===== config.mk =====
export PLATFORM = sky130hd
export DESIGN_NAME = mio_console_master
export DESIGN_NICKNAME = d
export VERILOG_FILES = /design/src/rtl/mio_map_pkg.sv /design/src/rtl/console_cursor.sv /design/src/rtl/mio_console_master.sv
export SDC_FILE = /design/constraint.sdc
export NUM_CORES = 1
export LEC_CHECK = 0
export ABC_AREA = 1
export BUFFER_PORTS_ARGS = -buffer_cell sky130_fd_sc_hd__buf_2
export CAP_MARGIN = 15
export CELL_PAD_IN_SITES_DETAIL_PLACEMENT = 1
export CELL_PAD_IN_SITES_GLOBAL_PLACEMENT = 1
export CORE_MARGIN = 1.5
export CORE_UTILIZATION = 32
export DETAILED_ROUTE_END_ITERATION = 8
export PLACE_DENSITY_LB_ADDON = 0.1
export SYNTH_ARGS = -nofsm -noshare
export SYNTH_HDL_FRONTEND = slang
export SYNTH_HIERARCHICAL = 1
export SYNTH_SLANG_ARGS = --single-unit
export TNS_END_PERCENT = 30

===== constraint.sdc =====
create_clock -name clk -period 2.74 [get_ports clk]
set_input_delay 0.137 -clock clk [delete_from_list [all_inputs] [get_ports clk]]
set_output_delay 0.137 -clock clk [all_outputs]
set_load 0.02 [all_outputs]

===== src/rtl/mio_map_pkg.sv =====
// Shared address map, ASCII constants and controller state type for the MIO text console master.
package mio_map_pkg;

    localparam logic [31:0] VRAM_BASE       = 32'hC000_0000;
    localparam logic [31:0] CURSOR_ROW_ADDR = 32'h0000_1000;
    localparam logic [31:0] CURSOR_COL_ADDR = 32'h0000_1001;

    localparam logic [7:0] LF = 8'h0A;
    localparam logic [7:0] BS = 8'h08;
    localparam logic [7:0] SP = 8'h20;

    typedef enum logic [2:0] {
        ST_IDLE,
        ST_WR_CHAR,
        ST_SCR_RD,
        ST_SCR_WR,
        ST_SCR_CLR,
        ST_CUR_ROW,
        ST_CUR_COL
    } console_state_t;

    function automatic logic is_printable(input logic [7:0] c);
        return (c >= 8'h20) && (c <= 8'h7E);
    endfunction

endpackage


===== src/rtl/console_cursor.sv =====
// Cursor row/column counters for the text console; flags when an advance would run past the last row.
module console_cursor #(
    parameter int COLS  = 80,
    parameter int ROWS  = 30,
    parameter int COL_W = $clog2(COLS),
    parameter int ROW_W = $clog2(ROWS)
) (
    input  logic             clk,
    input  logic             rst_n,
    input  logic             inc,
    input  logic             newline,
    input  logic             backspace,
    input  logic             clamp,
    output logic [ROW_W-1:0] row,
    output logic [COL_W-1:0] col,
    output logic             ovf_on_inc,
    output logic             ovf_on_newline
);

    logic             last_col;
    logic             last_row;
    logic [ROW_W-1:0] row_adv;

    assign last_col       = (col == COL_W'(COLS - 1));
    assign last_row       = (row == ROW_W'(ROWS - 1));
    assign ovf_on_newline = last_row;
    assign ovf_on_inc     = last_row & last_col;

    // On overflow the row either stays on the last line (a scroll follows) or wraps to the top.
    always_comb begin
        row_adv = row + ROW_W'(1);
        if (last_row) begin
            row_adv = clamp ? ROW_W'(ROWS - 1) : '0;
        end
    end

    always_ff @(posedge clk or negedge rst_n) begin
        if (!rst_n) begin
            row <= '0;
            col <= '0;
        end else if (newline) begin
            row <= row_adv;
            col <= '0;
        end else if (inc) begin
            if (last_col) begin
                row <= row_adv;
                col <= '0;
            end else begin
                col <= col + COL_W'(1);
            end
        end else if (backspace && (col != '0)) begin
            col <= col - COL_W'(1);
        end
    end

endmodule


===== src/rtl/mio_console_master.sv =====
// MIO bus initiator converting an ASCII byte stream into VRAM glyph and cursor register writes.
// Screen scrolling through VRAM read/write copies is included when CONSOLE_SCROLL_EN is defined.
module mio_console_master
    import mio_map_pkg::*;
#(
    parameter int COLS = 80,
    parameter int ROWS = 30
) (
    input  logic        clk,
    input  logic        rst_n,
    input  logic        ch_valid,
    input  logic [7:0]  ch_data,
    output logic        ch_ready,
    output logic        bus_req,
    input  logic        bus_gnt,
    output logic [31:0] mem_a,
    output logic [31:0] d_t_mem,
    input  logic [31:0] d_f_mem,
    output logic        wmem,
    output logic        rmem,
    output logic        busy
);

    localparam int COL_W = $clog2(COLS);
    localparam int ROW_W = $clog2(ROWS);

    console_state_t   state;
    console_state_t   state_next;
    logic [6:0]       char_q;
    logic             adv_q;
    logic             cur_inc;
    logic             cur_nl;
    logic             cur_bs;
    logic             cur_clamp;
    logic [ROW_W-1:0] row;
    logic [COL_W-1:0] col;
    logic             ovf_on_inc;
    logic             ovf_on_newline;
    logic             scroll_on_inc;
    logic             scroll_on_nl;
    logic             wr_pend;
    logic             rd_pend;
    logic [31:0]      cell_addr;

`ifdef CONSOLE_SCROLL_EN
    localparam int IDX_W = $clog2(ROWS * COLS);
    localparam logic [IDX_W-1:0] LAST_IDX = IDX_W'(ROWS * COLS - 1);

    logic [IDX_W-1:0] scr_idx;
    logic [6:0]       scr_data;
    logic             unused_rdata;

    assign cur_clamp     = 1'b1;
    assign scroll_on_inc = ovf_on_inc;
    assign scroll_on_nl  = ovf_on_newline;
    assign unused_rdata  = ^d_f_mem[31:7];
`else
    logic unused_sig;

    assign cur_clamp     = 1'b0;
    assign scroll_on_inc = 1'b0;
    assign scroll_on_nl  = 1'b0;
    assign unused_sig    = ^{d_f_mem, ovf_on_inc, ovf_on_newline};
`endif

    console_cursor #(
        .COLS (COLS),
        .ROWS (ROWS)
    ) u_cursor (
        .clk            (clk),
        .rst_n          (rst_n),
        .inc            (cur_inc),
        .newline        (cur_nl),
        .backspace      (cur_bs),
        .clamp          (cur_clamp),
        .row            (row),
        .col            (col),
        .ovf_on_inc     (ovf_on_inc),
        .ovf_on_newline (ovf_on_newline)
    );

    assign cell_addr = VRAM_BASE + 32'(row) * 32'(COLS) + 32'(col);
    assign wmem      = wr_pend & bus_gnt;
    assign rmem      = rd_pend & bus_gnt;
    assign busy      = (state != ST_IDLE);

    always_ff @(posedge clk or negedge rst_n) begin
        if (!rst_n) begin
            state <= ST_IDLE;
        end else begin
            state <= state_next;
        end
    end

    // Backspace reuses the glyph write path with a blank and no cursor advance afterwards.
    always_ff @(posedge clk or negedge rst_n) begin
        if (!rst_n) begin
            char_q <= '0;
            adv_q  <= 1'b0;
        end else if ((state == ST_IDLE) && ch_valid) begin
            char_q <= (ch_data == BS) ? SP[6:0] : ch_data[6:0];
            adv_q  <= (ch_data != BS);
        end
    end

`ifdef CONSOLE_SCROLL_EN
    // One index walks the copy sources, then carries on through the last row for the clear.
    always_ff @(posedge clk or negedge rst_n) begin
        if (!rst_n) begin
            scr_idx  <= '0;
            scr_data <= '0;
        end else begin
            case (state)
                ST_IDLE, ST_WR_CHAR: scr_idx <= IDX_W'(COLS);
                ST_SCR_RD: begin
                    if (bus_gnt) begin
                        scr_data <= d_f_mem[6:0];
                    end
                end
                ST_SCR_WR: begin
                    if (bus_gnt) begin
                        scr_idx <= (scr_idx == LAST_IDX) ? IDX_W'((ROWS - 1) * COLS)
                                                         : scr_idx + IDX_W'(1);
                    end
                end
                ST_SCR_CLR: begin
                    if (bus_gnt) begin
                        scr_idx <= scr_idx + IDX_W'(1);
                    end
                end
                default: ;
            endcase
        end
    end
`endif

    always_comb begin
        state_next = state;
        ch_ready   = 1'b0;
        bus_req    = 1'b1;
        mem_a      = '0;
        d_t_mem    = '0;
        wr_pend    = 1'b0;
        rd_pend    = 1'b0;
        cur_inc    = 1'b0;
        cur_nl     = 1'b0;
        cur_bs     = 1'b0;
        case (state)
            ST_IDLE: begin
                ch_ready = 1'b1;
                bus_req  = 1'b0;
                if (ch_valid) begin
                    if (is_printable(ch_data)) begin
                        state_next = ST_WR_CHAR;
                    end else if (ch_data == LF) begin
                        cur_nl     = 1'b1;
                        state_next = scroll_on_nl ? ST_SCR_RD : ST_CUR_ROW;
                    end else if ((ch_data == BS) && (col != '0)) begin
                        cur_bs     = 1'b1;
                        state_next = ST_WR_CHAR;
                    end
                end
            end
            ST_WR_CHAR: begin
                mem_a   = cell_addr;
                d_t_mem = {25'h0, char_q};
                wr_pend = 1'b1;
                if (bus_gnt) begin
                    cur_inc    = adv_q;
                    state_next = (adv_q && scroll_on_inc) ? ST_SCR_RD : ST_CUR_ROW;
                end
            end
`ifdef CONSOLE_SCROLL_EN
            ST_SCR_RD: begin
                mem_a   = VRAM_BASE + 32'(scr_idx);
                rd_pend = 1'b1;
                if (bus_gnt) begin
                    state_next = ST_SCR_WR;
                end
            end
            ST_SCR_WR: begin
                mem_a   = VRAM_BASE + 32'(scr_idx) - 32'(COLS);
                d_t_mem = {25'h0, scr_data};
                wr_pend = 1'b1;
                if (bus_gnt) begin
                    state_next = (scr_idx == LAST_IDX) ? ST_SCR_CLR : ST_SCR_RD;
                end
            end
            ST_SCR_CLR: begin
                mem_a   = VRAM_BASE + 32'(scr_idx);
                d_t_mem = {24'h0, SP};
                wr_pend = 1'b1;
                if (bus_gnt && (scr_idx == LAST_IDX)) begin
                    state_next = ST_CUR_ROW;
                end
            end
`endif
            ST_CUR_ROW: begin
                mem_a   = CURSOR_ROW_ADDR;
                d_t_mem = 32'(row);
                wr_pend = 1'b1;
                if (bus_gnt) begin
                    state_next = ST_CUR_COL;
                end
            end
            ST_CUR_COL: begin
                mem_a   = CURSOR_COL_ADDR;
                d_t_mem = 32'(col);
                wr_pend = 1'b1;
                if (bus_gnt) begin
                    state_next = ST_IDLE;
                end
            end
            default: state_next = ST_IDLE;
        endcase
    end

endmodule


* Word-level counts from Yosys, hierarchy flattened *
Cells that the tools add are included.

word-level totals
  flip-flop bits (word level) = 23
  bits of input ports = 44
  output and inout bits = 69
  logic and storage cells = 73

cells by class
  add/sub/neg operators = 5
  $mul = 1
  $lt $le $gt $ge = 2
  equal/unequal tests = 13
  mux-type cells = 33
  bitwise gates (word level) = 1
  reductions and logical operators = 13

operator list
  kind                                                                                 count
  32-bit case mux with 3 select lines                                                  1
  7-bit 2-to-1 mux                                                                     5
  31-bit by 13-bit adder with 32-bit output, first input constant                      1
  32-bit by 7-bit adder with 32-bit output                                             1
  3-bit 2-to-1 mux                                                                     7
  7-bit case mux with 3 select lines                                                   1
  5-bit 2-to-1 mux                                                                     4
  8-bit by 4-bit == test with 1-bit output, second input constant                      2
  1-bit 2-to-1 mux                                                                     14
  3-bit case mux with 4 select lines                                                   1
  8-bit by 6-bit greater-or-equal comparator with 1-bit output, second input constant  1
  8-bit by 7-bit less-or-equal comparator with 1-bit output, second input constant     1
  5-bit by 3-bit multiplier with 8-bit output, second input constant                   1
  2-bit inequality test, second input constant                                         4
  8-bit by 4-bit inequality test with 1-bit output, second input constant              1
  7-bit by 1-bit adder with 7-bit output, second input constant                        1
  7-bit == test, second input constant                                                 1
  7-bit nonzero test                                                                   1
  7-bit by 1-bit subtractor with 7-bit output, second input constant                   1
  3-bit == test, second input constant                                                 2
  3-bit nonzero test                                                                   2
  5-bit by 1-bit adder with 5-bit output, second input constant                        1
  5-bit == test, second input constant                                                 1
  5-bit AND reduction                                                                  1
  8 further kinds                                                                      12

* Depth between registers and ports, before layout *
  depth after elaboration = 11
  depth in mapped cells = 12
  depth with buffers taken out = 12

* Hierarchy *
Netlist, hierarchy kept.

by module, submodules not included
  module              times used  cells each  area each (µm²)  seq. area each (µm²)
  mio_console_master  1           223         1,488.9          275.3
  console_cursor      1           134         929.6            300.3

* Least setup slack after synthesis *
No wires, ideal clock.

  path kind = register -> output
  from = reg u_cursor.row[1]
  to = out mem_a[10]
  data arrival time = 2,141 ps
  required time = 2,603 ps
  slack = 462 ps
  cell stages (with the launch flop) = 10
  path buffers = 0
  path through = dfrtp_1 ha_1 ha_1 fa_1 nand2_1 inv_1 nor2_1 nand3_1 xor2_1 nor2_1

between the ends
  cells in the longest elaborated chain, start to end = 4

ends and longest elaborated chain
  element                                      line                       source
  from (decl)                                  console_cursor.sv:14       output logic [ROW_W-1:0] row,
  from (signal assigned)                       console_cursor.sv:42       row <= row_adv;
  from (signal assigned)                       console_cursor.sv:46       row <= row_adv;
  5-bit by 3-bit multiplier with 8-bit output  mio_console_master.sv:82   assign cell_addr = VRAM_BASE + 32'(row) * 32'(COLS) + 32'(col);
  31-bit by 13-bit adder with 32-bit output    mio_console_master.sv:82
  32-bit by 7-bit adder with 32-bit output     mio_console_master.sv:82
  32-bit case mux with 3 select lines          mio_console_master.sv:148  case (state)
  to (decl)                                    mio_console_master.sv:16   output logic [31:0] mem_a,

No other way between the ends.

* Final worst setup path *
  from = reg u_cursor.row[1]
  to = out mem_a[11]

Same word-level chain as after synthesis.

==> flow_metrics.env <==
export IMPL_grt_remaining_overflow=0
export IMPL_drc_errors=0
export IMPL_hold_path_class="in2reg"
export IMPL_switchingPower_w=0.001467
export IMPL_final_max_slew_viol_count=0
export IMPL_fp_row_count=31
export IMPL_p_leak_nw=1.449
export IMPL_area_growth_pct=9.077
export IMPL_track_usage=0.1625
export IMPL_postRouteAntennaNets=0
export IMPL_nFillCells=985
export IMPL_pwr_share_comb=0.665
export IMPL_fp_dieW_um=89.83
export IMPL_path_cells="ha_1, ha_1, fa_1, nand2_1, inv_1, nor2_4, nand2_1, nor2_2, nand2_1, nand2_1, nand2_1, inv_1, buf_2"
export IMPL_max_freq_mhz=397.9
export IMPL_critPathCaptureType="output port"
export IMPL_worstMarginPinSlew_ns=0.5830
export IMPL_rsz0062_at_grt="no"
export IMPL_io_pins=113
export IMPL_whs_ns=0.08927
export IMPL_status="completed"
export IMPL_wl_per_cell_um=12.83
export IMPL_dieArea_um2=8069
export IMPL_wirelength_um=6377
export IMPL_seqPwrFrac=0.247
export IMPL_design_core_area_um2=7292
export IMPL_via_per_inst=4.457
export IMPL_pwr_density_cell_nw_per_um2=997.5
export IMPL_finalWorstSetupSlack_ns=0.2266
export IMPL_routed_via_count=2215
export IMPL_h_tree_depth=1
export IMPL_multi_input_area_um2=1461
export IMPL_vdd_ir_drop_max_v=0.0003055
export IMPL_cp_max_fo=3
export IMPL_post_dp_hpwl_um=5078
export IMPL_cts_inserted_buffers=3
export IMPL_drv_cap=0
export IMPL_setup_viol=0
export IMPL_synthCells=356
export IMPL_path_clk_slew_ns=0.09
export IMPL_finalCriticalPeriod_ns=2.513
export IMPL_syn_area_per_cell_um2=6.776
export IMPL_clock_sinks=23
export IMPL_root_buffer="clkbuf_8"
export IMPL_grt_pass1_vias=2106
export IMPL_place_gp_congestion=0.8068
export IMPL_start_util=0.3308
export IMPL_cpMaxStageDelayCell="fa_1"
export IMPL_post_place_ws_ns=0.3699
export IMPL_io_buffers=37
export IMPL_power_w=0.002625
export IMPL_cp_arrival_ns=2.38
export IMPL_grt_pass1_wl_um=10690
export IMPL_cp_common_cell="nand2_1"
export IMPL_dieHeight_um=89.83
export IMPL_crit_type="reg2out"
export IMPL_hold_viol=0
export IMPL_p_clk_frac=0.088
export IMPL_register_area_um2=578.1
export IMPL_grt_max_degree=24
export IMPL_antenna_found_initial=0
export IMPL_p_int_w=0.001158
export IMPL_fin_skew_ns=0.002604
export IMPL_fin_tns_setup_ns=0
export IMPL_fin_nets=459
export IMPL_relSlewSlack=0.6114
export IMPL_cts_tree="yes"
export IMPL_clk_latency_ns=0.27
export IMPL_slowest_delay_ns=0.40
export IMPL_n_antenna_cell=0
export IMPL_cp_required_ns=2.60
export IMPL_period_share=0.9173
export IMPL_syn_cell_area_um2=2412
export IMPL_sw_frac_of_total=0.5588
export IMPL_drt_first_pass_iters=4
export IMPL_clockBufferDepth=2
export IMPL_synth_warnings=6
export IMPL_drt_iter0_markers=51
export IMPL_startpoint_type="flip-flop"
export IMPL_drive_gt1_frac=0.1809
critical path, delay by kind of cell (launching register included):
family	cells	cell delay [ns]
fa+ha+maj	3	0.91
buf+inv	3	0.26
flops	1	0.39
simple gates	7	0.53
layout make-up:
cell class,instances,area share
sequential,23,0.2197
tap,99,0.04708
timing repair buffer,45,0.09415
inverter,46,0.06657
clock buffer,4,0.01712
multi-input combinational,280,0.5554
layer usage:
| metal | global-route usage | part of all wire | up-vias |
|---|---|---|---|
| met3 | 0.02876 | 0.039 | 2 |
| met2 | 0.2678 | 0.46 | 48 |
| met5 | 0 | 0 | - |
| met1 | 0.2266 | 0.50 | 1036 |
| met4 | 0.02381 | 0.0033 | 0 |
| li1 | - | - | 1129 |
power groups by stage:
| stage | registers [W] | clock network, W | logic [W] |
|---|---|---|---|
| 2_1_floorplan | 0.000600 | 0 | 0.00137 |
| 3_3_place_gp | 0.000665 | 0 | 0.00171 |
| 3_5_place_dp | 0.000660 | 0 | 0.00174 |
| 4_1_cts | 0.000653 | 0.000237 | 0.00175 |
| 5_1_grt | 0.000678 | 0.000250 | 0.00198 |
| 6_report | 0.000649 | 0.000230 | 0.00175 |
stage by stage:
stage,instances,util,instance area [µm²]
after floorplan,399,-,2574
after global placement,490,0.3495,2549
after detailed placement,490,0.3495,2549
after CTS,495,0.3571,2604
after global routing,497,0.3608,2631
final,497,0.3608,2631
sequential cells by signal, indices dropped and copies added (netlist names):
name / flops
adv_q: 1
char_q: 7
state: 3
u_cursor/col: 7
u_cursor/row: 5
layout by cell type, fill, tap and decap left out, drive strengths merged:
cell type and n:
nand2 95, inv 46, conb 44, buf 44, nor2 41, nand3 26
o21ai 26, dfrtp 23, ha 14, a21oi 5, nand4 5, o211ai 4
nor3 4, clkbuf 4, xor2 3, o22ai 3, a31oi 2, fa 2
xnor2 2, o221ai 1, a21boi 1, a211oi 1, dlygate4sd3 1, mux2i 1
worst paths after layout:
path / cells past startpoint / startpoint / endpoint / slack (ns)
worst min register to register: 2 / char_q[0] / char_q[0] / 0.49
worst max-delay path: 13 / u_cursor/row[1] / mem_a[11] / 0.23
worst min-delay path: 2 / bus_gnt / state[1] / 0.09
min in group asynchronous: 2 / rst_n / u_cursor/row[4] / 0.39
worst max register to register: 10 / state[1] / u_cursor/col[4] / 0.78
max in group asynchronous: 2 / rst_n / u_cursor/row[2] / 1.94
timing repair:
action,CTS,global route
gates resized for setup,0,5
hold buffers,1,0
hold endpoints to repair,23,0
buffers inserted,0,2
setup endpoints to repair,0,3
Power figures use the tool's default switching activity.
